### src/rtl/pong_sprite_layer_engine.sv
// Sprite layer engine: draws NUM_SPRITES prioritised, optionally blinking rectangles
// on the pixel bus and reports per-frame sprite overlaps back to the game logic.
module pong_sprite_layer_engine #(
  parameter int unsigned NUM_SPRITES     = 4,
  parameter int unsigned H_CNT_WID       = 10,
  parameter int unsigned V_CNT_WID       = 10,
  parameter int unsigned PIPELINE_STAGES = 2,
  parameter int unsigned BLINK_WID       = 5,
  parameter logic [11:0] BG_COL          = 12'h000,
  localparam int unsigned IdxWid = (NUM_SPRITES > 1) ? $clog2(NUM_SPRITES) : 1
) (
  input  logic                             pixIf_CLK,
  input  logic                             pixIf_RST_N,
  input  logic                             pixIf_NEXT_FRAME,
  input  logic                             pixIf_H_BLANKING,
  input  logic [H_CNT_WID-1:0]             pixIf_H_CNT,
  input  logic [V_CNT_WID-1:0]             pixIf_next_V_CNT,
  input  logic [NUM_SPRITES*H_CNT_WID-1:0] spr_x,
  input  logic [NUM_SPRITES*H_CNT_WID-1:0] spr_w,
  input  logic [NUM_SPRITES*V_CNT_WID-1:0] spr_y,
  input  logic [NUM_SPRITES*V_CNT_WID-1:0] spr_h,
  input  logic [NUM_SPRITES*12-1:0]        spr_col,
  input  logic [NUM_SPRITES-1:0]           spr_en,
  input  logic [NUM_SPRITES-1:0]           spr_blink,
  output logic [3:0]                       pixIf_r,
  output logic [3:0]                       pixIf_g,
  output logic [3:0]                       pixIf_b,
  output logic                             hit_valid,
  output logic [IdxWid-1:0]                hit_idx,
  output logic [NUM_SPRITES-1:0]           frame_collision
);

  logic [NUM_SPRITES*H_CNT_WID-1:0] act_x_q, act_w_q;
  logic [NUM_SPRITES*V_CNT_WID-1:0] act_y_q, act_h_q;
  logic [NUM_SPRITES*12-1:0]        act_col_q;
  logic [NUM_SPRITES-1:0]           act_en_q, act_blink_q;
  logic [BLINK_WID-1:0]             cnt_q;

  logic [NUM_SPRITES-1:0] vis;
  logic [NUM_SPRITES-1:0] yhit_d, yhit_q;
  logic [NUM_SPRITES-1:0] raw;
  logic [NUM_SPRITES-1:0] del;
  logic                   multi;
  logic [NUM_SPRITES-1:0] contrib;
  logic [NUM_SPRITES-1:0] acc_q;
  logic [NUM_SPRITES-1:0] frame_coll_q;
  logic [11:0]            col_sel;
  logic                   hit_sel;
  logic [IdxWid-1:0]      idx_sel;

  // Shadow latch: sprite parameters only change at frame start, so a frame never tears.
  always_ff @(posedge pixIf_CLK or negedge pixIf_RST_N) begin
    if (!pixIf_RST_N) begin
      act_x_q     <= '0;
      act_w_q     <= '0;
      act_y_q     <= '0;
      act_h_q     <= '0;
      act_col_q   <= '0;
      act_en_q    <= '0;
      act_blink_q <= '0;
    end else if (pixIf_NEXT_FRAME) begin
      act_x_q     <= spr_x;
      act_w_q     <= spr_w;
      act_y_q     <= spr_y;
      act_h_q     <= spr_h;
      act_col_q   <= spr_col;
      act_en_q    <= spr_en;
      act_blink_q <= spr_blink;
    end
  end

  // Frame counter; its MSB is the blink phase.
  always_ff @(posedge pixIf_CLK or negedge pixIf_RST_N) begin
    if (!pixIf_RST_N) begin
      cnt_q <= '0;
    end else if (pixIf_NEXT_FRAME) begin
      cnt_q <= cnt_q + BLINK_WID'(1);
    end
  end

  assign vis = act_en_q & ~(act_blink_q & {NUM_SPRITES{cnt_q[BLINK_WID-1]}});

  // Vertical test for the upcoming line, refreshed on every blanking cycle.
  always_comb begin : y_check
    logic [V_CNT_WID:0] v_ext;
    logic [V_CNT_WID:0] y_top;
    logic [V_CNT_WID:0] y_end;
    v_ext  = {1'b0, pixIf_next_V_CNT};
    y_top  = '0;
    y_end  = '0;
    yhit_d = yhit_q;
    for (int i = 0; i < NUM_SPRITES; i++) begin
      y_top = {1'b0, act_y_q[i*V_CNT_WID +: V_CNT_WID]};
      // Extra bit keeps bottom-edge sprites from wrapping to the top lines.
      y_end = y_top + {1'b0, act_h_q[i*V_CNT_WID +: V_CNT_WID]};
      if (pixIf_H_BLANKING) begin
        yhit_d[i] = vis[i] & (v_ext >= y_top) & (v_ext < y_end);
      end
    end
  end

  // Per-line vertical hit register, held across the active part of the line.
  always_ff @(posedge pixIf_CLK or negedge pixIf_RST_N) begin
    if (!pixIf_RST_N) begin
      yhit_q <= '0;
    end else begin
      yhit_q <= yhit_d;
    end
  end

  // Horizontal test against the current pixel.
  always_comb begin : x_check
    logic [H_CNT_WID:0] h_ext;
    logic [H_CNT_WID:0] x_lft;
    logic [H_CNT_WID:0] x_end;
    h_ext = {1'b0, pixIf_H_CNT};
    x_lft = '0;
    x_end = '0;
    raw   = '0;
    for (int i = 0; i < NUM_SPRITES; i++) begin
      x_lft  = {1'b0, act_x_q[i*H_CNT_WID +: H_CNT_WID]};
      x_end  = x_lft + {1'b0, act_w_q[i*H_CNT_WID +: H_CNT_WID]};
      raw[i] = yhit_q[i] & (h_ext >= x_lft) & (h_ext < x_end);
    end
  end

  if (PIPELINE_STAGES == 0) begin : g_comb
    assign del = raw;
  end else begin : g_pipe
    logic [NUM_SPRITES-1:0] pipe_q [PIPELINE_STAGES];

    // Delay line aligning the hit vector with the downstream pixel timing.
    always_ff @(posedge pixIf_CLK or negedge pixIf_RST_N) begin
      if (!pixIf_RST_N) begin
        for (int s = 0; s < PIPELINE_STAGES; s++) begin
          pipe_q[s] <= '0;
        end
      end else begin
        pipe_q[0] <= raw;
        for (int s = 1; s < PIPELINE_STAGES; s++) begin
          pipe_q[s] <= pipe_q[s-1];
        end
      end
    end

    assign del = pipe_q[PIPELINE_STAGES-1];
  end

  // Fixed priority: the lowest set index wins, so scan downwards and let it overwrite.
  always_comb begin
    hit_sel = 1'b0;
    idx_sel = '0;
    col_sel = BG_COL;
    for (int i = NUM_SPRITES - 1; i >= 0; i--) begin
      if (del[i]) begin
        hit_sel = 1'b1;
        idx_sel = IdxWid'(i);
        col_sel = act_col_q[i*12 +: 12];
      end
    end
  end

  // Two or more sprites on the same pixel all count as colliding.
  always_comb begin : overlap
    logic seen_one;
    seen_one = 1'b0;
    multi    = 1'b0;
    for (int i = 0; i < NUM_SPRITES; i++) begin
      if (del[i]) begin
        if (seen_one) begin
          multi = 1'b1;
        end
        seen_one = 1'b1;
      end
    end
    contrib = multi ? del : '0;
  end

  // Collision accumulator, published and cleared at every frame start.
  always_ff @(posedge pixIf_CLK or negedge pixIf_RST_N) begin
    if (!pixIf_RST_N) begin
      acc_q        <= '0;
      frame_coll_q <= '0;
    end else if (pixIf_NEXT_FRAME) begin
      acc_q        <= '0;
      frame_coll_q <= acc_q | contrib;
    end else begin
      acc_q        <= acc_q | contrib;
    end
  end

  assign pixIf_r         = col_sel[11:8];
  assign pixIf_g         = col_sel[7:4];
  assign pixIf_b         = col_sel[3:0];
  assign hit_valid       = hit_sel;
  assign hit_idx         = idx_sel;
  assign frame_collision = frame_coll_q;

endmodule
### config.mk
export PLATFORM = sky130hd
export DESIGN_NAME = pong_sprite_layer_engine
export DESIGN_NICKNAME = d
export VERILOG_FILES = /design/src/rtl/pong_sprite_layer_engine.sv
export SDC_FILE = /design/constraint.sdc
export NUM_CORES = 1
export LEC_CHECK = 0
export ABC_AREA = 1
export BUFFER_PORTS_ARGS = -buffer_cell sky130_fd_sc_hd__buf_4
export CAP_MARGIN = 20
export CORE_UTILIZATION = 53
export CTS_CLUSTER_SIZE = 14
export DETAILED_ROUTE_END_ITERATION = 12
export PLACE_DENSITY = 0.78
export SLEW_MARGIN = 20
export SYNTH_ARGS = -nofsm -noshare
export SYNTH_HDL_FRONTEND = slang
export SYNTH_SLANG_ARGS = --single-unit
### constraint.sdc
create_clock -name pixIf_CLK -period 2.5 [get_ports pixIf_CLK]
set_clock_uncertainty 0.1 [all_clocks]
set_input_delay 0.75 -clock pixIf_CLK [delete_from_list [all_inputs] [get_ports pixIf_CLK]]
set_output_delay 0.75 -clock pixIf_CLK [all_outputs]
set_load 0.05 [all_outputs]
==> load_flow_metrics.sql, run 1 <==
INSERT INTO impl_metrics (metric_group, metric, value, unit) VALUES
('run_status', 'outcome', 'finished, violations left', ''),
('run_status', 'violations', 'negative setup slack', ''),
('power_and_ir_drop', 'leakage', '10.9', 'nW'),
('sta', 'fin_setup_tns', '-2.49', 'ns'),
('logic_synthesis', 'dominantRegCellSynth', 'sky130_fd_sc_hd__dfrtp_1', ''),
('global_route', 'grt_remaining_overflow', '0', ''),
('critical_path', 'end_kind', 'primary output', ''),
('global_route', 'grt_first_pass_wirelength', '71900', 'um'),
('global_route', 'antenna_found_initial', '3', ''),
('logic_synthesis', 'synthArstFlopShare', '1.00', ''),
('cts', 'tritoncts_num_sinks', '241', ''),
('placement', 'detailed_place_hpwl', '33300', 'um'),
('floorplan', 'row_count', '64', ''),
('run', 'drv_cap', '0', ''),
('global_route', 'grt_max_degree', '115', ''),
('cts', 'cts_tree', 'built', ''),
('floorplan', 'count_of_boundary_i_o_pins', '259', ''),
('logic_synthesis', 'synth_edf_count', '0', ''),
('detailed_routing', 'dr.first_iter.drc_count', '931', ''),
('layout', 'layout-area-overhead-vs-synth', '26.2', '%'),
('global_route', 'vias_in_the_first_global_route', '15100', ''),
('sta', 'timing.slew.headroom', '0.434', ''),
('sta', 'max_freq', '0.365', 'GHz'),
('sta', 'finalCriticalPeriod', '2.74', 'ns'),
('logic_synthesis', 'synthesis.area_per_instance', '7.91', 'sq um'),
('critical_path', 'reg2regPathDepth', '19', ''),
('detailed_routing', 'routed_via_density', '5.37', ''),
('logic_synthesis', 'yosysUniqueCellTypes', '33', ''),
('logic_synthesis', 'yosys_register_bits', '241', ''),
('placement', 'place_congestion', '0.898', ''),
('layout', 'layout-drive-gt1-share', '0.212', ''),
('placement', 'buffer_ports.inserted', '258', ''),
('floorplan', 'core_area', '30600', 'sq um'),
('placement', 'numPlacedInstances', '2735', ''),
('logic_synthesis', 'synthesis.nets', '2562', ''),
('critical_path', 'crit_arrival', '1.89', 'ns'),
('hold_path', 'timing.hold.worst.class', 'in -> async', ''),
('power_and_ir_drop', 'power_per_cell_area', '629', 'nW/um^2'),
('global_route', 'global_route.usage.total', '0.284', ''),
('sta', 'post-route-period-util', '1.10', ''),
('sta', 'finalWorstSetupSlack', '-0.240', 'ns'),
('logic_synthesis', 'postSynthCellCount', '2081', ''),
('layout', 'nets', '2868', ''),
('cts', 'cts-buffers-inserted', '27', ''),
('detailed_routing', 'routed_wl', '45500', 'um'),
('cts', 'cts.clk_slew.worst_paths', '0.06', 'ns'),
('sta', 'setup_viol_count_final', '13', ''),
('cts', 'clk_path_buf_depth', '3', ''),
('layout', 'post_layout_nonfiller_instances', '2805', ''),
('layout', 'final_cell_area', '20800', 'sq um'),
('power_and_ir_drop', 'max-vdd-ir-drop', '0.539', 'mV'),
('placement', 'placement.cell_area', '19100', 'sq um'),
('floorplan', 'chipWidth', '178', 'um'),
('detailed_routing', 'average_wire_per_cell_in_the_routed_design', '16.2', 'um'),
('sta', 'setup_repair_after_global_routing_missed_its_margin', 'yes', ''),
('detailed_routing', 'drcViolationCount', '0', ''),
('logic_synthesis', 'syn-cell-area', '16500', 'sq um'),
('floorplan', 'dieArea', '31800', 'sq um'),
('cts', 'clock_insertion_delay_worst_skew', '0.54', 'ns'),
('cts', 'htree_num_levels', '1', ''),
('cts', 'post_cts_hold_buffer_count', '0', ''),
('sta', 'final_max_slew_viol_count', '0', ''),
('sta', 'hold_viol_final', '0', ''),
('critical_path', 'timing.critical_path.from_type', 'flip-flop', ''),
('logic_synthesis', 'synth_seq_area_share', '0.366', ''),
('critical_path', 'required_worst_endpoint', '1.65', 'ns'),
('cts', 'cts_root_buf', 'sky130_fd_sc_hd__clkbuf_16', ''),
('critical_path', 'cp_max_fo', '6', ''),
('critical_path', 'path_class', 'reg -> out', ''),
('detailed_routing', 'antenna_left', '0', ''),
('floorplan', 'initial_utilization', '0.538', ''),
('sta', 'timing_worst_slew_pin_value', '0.849', 'ns'),
('floorplan', 'fp.dieH', '178', 'um'),
('detailed_routing', 'detail_route.first_pass.iterations', '5', ''),
('placement', 'placement.setup.worst_slack', '-0.0703', 'ns'),
('logic_synthesis', 'yosys_warnings', '0', ''),
('detailed_routing', 'route.vias.total', '15100', '');
-- state kept, by name (all words and copies together), names as in the netlist --
| signal | flops |
|---|---|
| acc_q | 4 |
| g_pipe.pipe_q | 4 |
| act_col_q | 48 |
| cnt_q | 5 |
| act_en_q | 4 |
| frame_collision | 4 |
| act_h_q | 40 |
| yhit_q | 4 |
| act_w_q | 40 |
| act_x_q | 40 |
| del | 4 |
| act_blink_q | 4 |
| act_y_q | 40 |
-- layer usage --
layer / global-route usage / vias to the layer above / share of wire
met3: 0.0407 / 103 / 0.065
met4: 0.0989 / 0 / 0.035
met5: 0 / - / 0
met2: 0.485 / 500 / 0.48
li1: - / 7412 / -
met1: 0.368 / 7060 / 0.42
-- worst max-delay path, stage by stage (launching register included) --
cell and delay (ns):
sky130_fd_sc_hd__dfrtp_1 0.40, sky130_fd_sc_hd__inv_2 0.09, sky130_fd_sc_hd__nand2_4 0.07, sky130_fd_sc_hd__clkbuf_16 0.18, sky130_fd_sc_hd__o221ai_4 0.16, sky130_fd_sc_hd__o211ai_1 0.14, sky130_fd_sc_hd__o21ai_1 0.12, sky130_fd_sc_hd__buf_6 0.18
-- cell families (layout without fill, tap and decap cells) --
| group | after synthesis | after routing | share of synthesized area |
|---|---|---|---|
| and+or+nand+nor | 916 | 916 | 0.219 |
| DFF | 241 | 241 | 0.366 |
| adders and majority gates | 241 | 241 | 0.187 |
| xor gates and xnor gates | 68 | 68 | 0.0362 |
| buffers and inverters | 265 | 590 | 0.0662 |
| AOI/OAI and AO/OA | 350 | 350 | 0.125 |
| other | 0 | 3 | 0 |
-- where the power goes --
part	total (mW)	internal [mW]	leakage, nW	switching, mW
combinational	4.74	2.05	7.55	2.68
sequential	4.60	4.28	2.96	0.314
clock	3.73	2.10	0.399	1.63
total	13.1	8.44	10.9	4.62
-- metrics by stage --
step	power (mW)	hold WS, ns	util
finish	13.1	0.0197	0.679
floorplan	7.51	0.231	-
detailed placement	8.95	0.240	0.626
CTS	12.8	0.0206	0.660
global route	13.9	0.0305	0.679
global placement	8.78	0.244	0.626
-- final timing paths --
path	startpoint	endpoint	slack, ns
setup reg to reg	act_x_q[20]$_DFFE_PN0P_	g_pipe.pipe_q[6]$_DFF_PN0_	-0.10
hold / removal	pixIf_RST_N	act_h_q[24]$_DFFE_PN0P_	0.02
hold reg to reg	g_pipe.pipe_q[7]$_DFF_PN0_	del[3]$_DFF_PN0_	0.25
min in group pixIf_CLK	g_pipe.pipe_q[7]$_DFF_PN0_	del[3]$_DFF_PN0_	0.25
max in group asynchronous	pixIf_RST_N	act_w_q[25]$_DFFE_PN0P_	1.61
setup / recovery	del[2]$_DFF_PN0_	pixIf_b[0]	-0.24
-- what timing repair did --
action | in CTS | in global routing
gates resized for setup | 43 | 81
endpoints found under the setup margin | 22 | 22
pin swaps | 10 | 52
cloned | 0 | 1
hold endpoints to repair | 0 | 0
setup buffers | 3 | 15
-- synth_stat cells, types with 16 or more instances --
library cell                 n  area, sq um
sky130_fd_sc_hd__a21o_1     17          128
sky130_fd_sc_hd__a21oi_1   105          526
sky130_fd_sc_hd__a21oi_2    16          140
sky130_fd_sc_hd__buf_2      31          155
sky130_fd_sc_hd__clkbuf_1   17         63.8
sky130_fd_sc_hd__dfrtp_1   241         6030
sky130_fd_sc_hd__ha_1      233         2920
sky130_fd_sc_hd__inv_1     208          781
sky130_fd_sc_hd__nand2_1   715         2680
sky130_fd_sc_hd__nand3_1    45          225
sky130_fd_sc_hd__nand4_1    20          125
sky130_fd_sc_hd__nor2_1    105          394
sky130_fd_sc_hd__o211ai_1   23          173
sky130_fd_sc_hd__o21ai_0   137          686
sky130_fd_sc_hd__xnor2_1    26          228
sky130_fd_sc_hd__xor2_1     42          368
-- cell type report --
type	instances	area, sq um
Timing Repair Buffer	332	2690
Inverter	210	791
Antenna cell	3	7.51
Multi-Input combinational cell	1575	9950
Sequential cell	241	6030
Clock buffer	39	761
Clock inverter	9	50.0
Fill cell	2452	9810
Tap cell	396	495
-- cells in the final DEF (no fill, tap or decap), types with 25 or more instances in the layout --
cell type / instances
sky130_fd_sc_hd__nand3_1: 42
sky130_fd_sc_hd__a21oi_1: 95
sky130_fd_sc_hd__xor2_1: 42
sky130_fd_sc_hd__dfrtp_1: 238
sky130_fd_sc_hd__buf_4: 308
sky130_fd_sc_hd__nor2_2: 25
sky130_fd_sc_hd__inv_1: 202
sky130_fd_sc_hd__nand2_1: 706
sky130_fd_sc_hd__nor2_1: 94
sky130_fd_sc_hd__o21ai_0: 127
sky130_fd_sc_hd__xnor2_1: 26
sky130_fd_sc_hd__ha_1: 199
sky130_fd_sc_hd__clkbuf_16: 28
Note: power is estimated with default switching activity, not from simulation.
==> run 2, diff against run 1 <==
Settings changed: HOLD_SLACK_MARGIN set to 0.05, SETUP_SLACK_MARGIN set to 0.2.
==> load_flow_metrics.sql, run 2 (same netlist as run 1, synthesis figures left out) <==
INSERT INTO impl_metrics (metric_group, metric, value, unit) VALUES
('run_status', 'outcome', 'finished, violations left', ''),
('run_status', 'violations', 'negative setup slack', ''),
('power_and_ir_drop', 'power_frac_seq', '0.327', ''),
('critical_path', 'path_class', 'reg -> out', ''),
('power_and_ir_drop', 'p_sw', '4.73', 'mW'),
('global_route', 'global_route.usage.total', '0.289', ''),
('critical_path', 'timing.critical_path.from_type', 'flip-flop', ''),
('detailed_routing', 'detail_route.first_pass.iterations', '5', ''),
('cts', 'htree_num_levels', '1', ''),
('cts', 'cts_tree', 'built', ''),
('layout', 'final_common_cell', 'sky130_fd_sc_hd__nand2_1', ''),
('power_and_ir_drop', 'max-vdd-ir-drop', '0.629', 'mV'),
('global_route', 'grt_max_degree', '88', ''),
('floorplan', 'count_of_boundary_i_o_pins', '259', ''),
('critical_path', 'end_kind', 'primary output', ''),
('placement', 'buffer_ports.inserted', '258', ''),
('cts', 'clk_path_buf_depth', '3', ''),
('cts', 'tritoncts_num_sinks', '241', ''),
('floorplan', 'row_count', '64', ''),
('global_route', 'vias_in_the_first_global_route', '15000', ''),
('sta', 'hold_viol_final', '0', ''),
('sta', 'setup_repair_after_global_routing_missed_its_margin', 'yes', ''),
('sta', 'max_freq', '0.360', 'GHz'),
('cts', 'clock_insertion_delay_worst_skew', '0.56', 'ns'),
('power_and_ir_drop', 'power_per_cell_area', '664', 'nW/um^2'),
('layout', 'commonest_cells_after_routing_fill_and_taps_aside', 'sky130_fd_sc_hd__nand2_1 (707), sky130_fd_sc_hd__buf_4 (295), sky130_fd_sc_hd__dfrtp_1 (240)', ''),
('power_and_ir_drop', 'power_report.internal_total', '9.34', 'mW'),
('run', 'drv_cap', '0', ''),
('layout', 'layout-drive-gt1-share', '0.213', ''),
('critical_path', 'critPathSlowestCell', 'sky130_fd_sc_hd__dfrtp_1', ''),
('floorplan', 'initial_utilization', '0.538', ''),
('placement', 'detailed_place_hpwl', '33100', 'um'),
('layout', 'final_cell_area', '21200', 'sq um'),
('floorplan', 'fp.dieH', '178', 'um'),
('sta', 'timing_worst_slew_pin_value', '0.595', 'ns'),
('cts', 'cts.clk_slew.worst_paths', '0.06', 'ns'),
('sta', 'setup_viol_count_final', '14', ''),
('critical_path', 'path_cells', 'inv_2, nand2_4, buf_12, o221ai_4, o211ai_1, o21ai_1, buf_6', ''),
('sta', 'post-route-period-util', '1.11', ''),
('layout', 'final_core_utilization', '0.692', ''),
('detailed_routing', 'routed_via_density', '5.43', ''),
('layout', 'nets', '2868', ''),
('critical_path', 'slowest_delay', '0.40', 'ns'),
('global_route', 'grt_remaining_overflow', '0', ''),
('detailed_routing', 'route.vias.total', '15200', ''),
('global_route', 'grt_first_pass_wirelength', '73000', 'um'),
('detailed_routing', 'routed_wl', '46000', 'um'),
('detailed_routing', 'dr.first_iter.drc_count', '880', ''),
('floorplan', 'chipWidth', '178', 'um'),
('placement', 'place_congestion', '0.947', ''),
('cts', 'post_cts_hold_buffer_count', '0', ''),
('sta', 'finalCriticalPeriod', '2.78', 'ns'),
('detailed_routing', 'antenna_left', '0', ''),
('hold_path', 'timing.hold.worst.class', 'in -> async', ''),
('power_and_ir_drop', 'share_comb_of_total_power', '0.339', ''),
('cts', 'cts-buffers-inserted', '28', ''),
('floorplan', 'core_area', '30600', 'sq um'),
('placement', 'placement.cell_area', '19200', 'sq um'),
('detailed_routing', 'drcViolationCount', '0', ''),
('power_and_ir_drop', 'power.clock.fraction', '0.334', ''),
('layout', 'largest_register_ffs', '48', ''),
('layout', 'layout-area-overhead-vs-synth', '28.6', '%'),
('sta', 'final_max_slew_viol_count', '0', ''),
('power_and_ir_drop', 'leakage', '11.1', 'nW'),
('detailed_routing', 'average_wire_per_cell_in_the_routed_design', '16.4', 'um'),
('power_and_ir_drop', 'switching_fraction', '0.336', ''),
('global_route', 'antenna_found_initial', '1', ''),
('critical_path', 'required_worst_endpoint', '1.65', 'ns'),
('cts', 'cts_root_buf', 'sky130_fd_sc_hd__clkbuf_16', ''),
('sta', 'finalWorstSetupSlack', '-0.280', 'ns'),
('sta', 'timing.slew.headroom', '0.603', ''),
('critical_path', 'crit_arrival', '1.93', 'ns'),
('layout', 'max_flop_register', 'act_col_q', ''),
('critical_path', 'cp_max_fo', '7', ''),
('floorplan', 'dieArea', '31800', 'sq um');
## run 2: final cells by class
cell class / instances / area, sq um
fillers: 2426 / 9410
inverters: 210 / 790
multi-input cells: 1575 / 10000
clock inverters: 14 / 255
repair buffers: 331 / 2800
well taps: 396 / 495
flip-flops and latches: 241 / 6030
clock buffers: 37 / 806
diodes: 1 / 2.50
## run 2: layer usage
| metal | up-vias | track usage | wire length [um] |
|---|---|---|---|
| met2 | 549 | 0.501 | 22000 |
| met1 | 7096 | 0.365 | 19000 |
| met5 | - | 0 | 0 |
| met4 | 0 | 0.106 | 1930 |
| li1 | 7440 | - | - |
| met3 | 135 | 0.0416 | 3120 |
## run 2: final timing paths
check / from / endpoint / slack [ns] / cells past startpoint
setup / recovery: del[2]$_DFF_PN0_ / pixIf_g[3] / -0.28 / 7
hold reg to reg: g_pipe.pipe_q[7]$_DFF_PN0_ / del[3]$_DFF_PN0_ / 0.25 / 0
setup reg to reg: act_w_q[20]$_DFFE_PN0P_ / g_pipe.pipe_q[6]$_DFF_PN0_ / -0.14 / 19
hold / removal: pixIf_RST_N / act_h_q[28]$_DFFE_PN0P_ / 0.05 / 1
min in group pixIf_CLK: g_pipe.pipe_q[7]$_DFF_PN0_ / del[3]$_DFF_PN0_ / 0.25 / 0
max in group asynchronous: pixIf_RST_N / act_w_q[27]$_DFFE_PN0P_ / 1.60 / 2
## run 2: what timing repair did
| action | in CTS | in global routing |
|---|---|---|
| endpoints found under the setup margin | 23 | 23 |
| gates cloned | 1 | 0 |
| pin swaps | 27 | 33 |
| gates resized for setup | 85 | 34 |
| hold endpoints to repair | 0 | 0 |
| setup buffers | 21 | 11 |
## run 2: power groups by stage
stage | clock network, mW | logic [mW] | registers, mW
2_1_floorplan | 0 | 2.99 | 4.55
3_3_place_gp | 0 | 4.15 | 4.62
3_5_place_dp | 0 | 4.31 | 4.64
4_1_cts | 4.74 | 4.63 | 4.59
5_1_grt | 4.90 | 5.38 | 4.64
6_report | 4.70 | 4.78 | 4.60
## run 2: through the flow
step	setup TNS, ns	setup slack [ns]	hold WS [ns]	std cells	total power [mW]
after floorplan	-1.62	-0.163	0.231	2081	7.54
after global placement	-0.00489	-0.00489	0.240	2720	8.78
after detailed placement	-0.100	-0.0545	0.245	2720	8.95
after CTS	-2.86	-0.258	0.0550	2793	14.0
after global routing	-5.16	-0.351	0.0757	2804	14.9
final	-2.96	-0.280	0.0542	2805	14.1
## run 2: critical path: cells and delay by family (launching register included)
kind | cells | cell delay (ns)
and+or+nand+nor | 1 | 0.09
buffers and inverters | 3 | 0.45
AOI/OAI and AO/OA | 3 | 0.43
DFF | 1 | 0.40
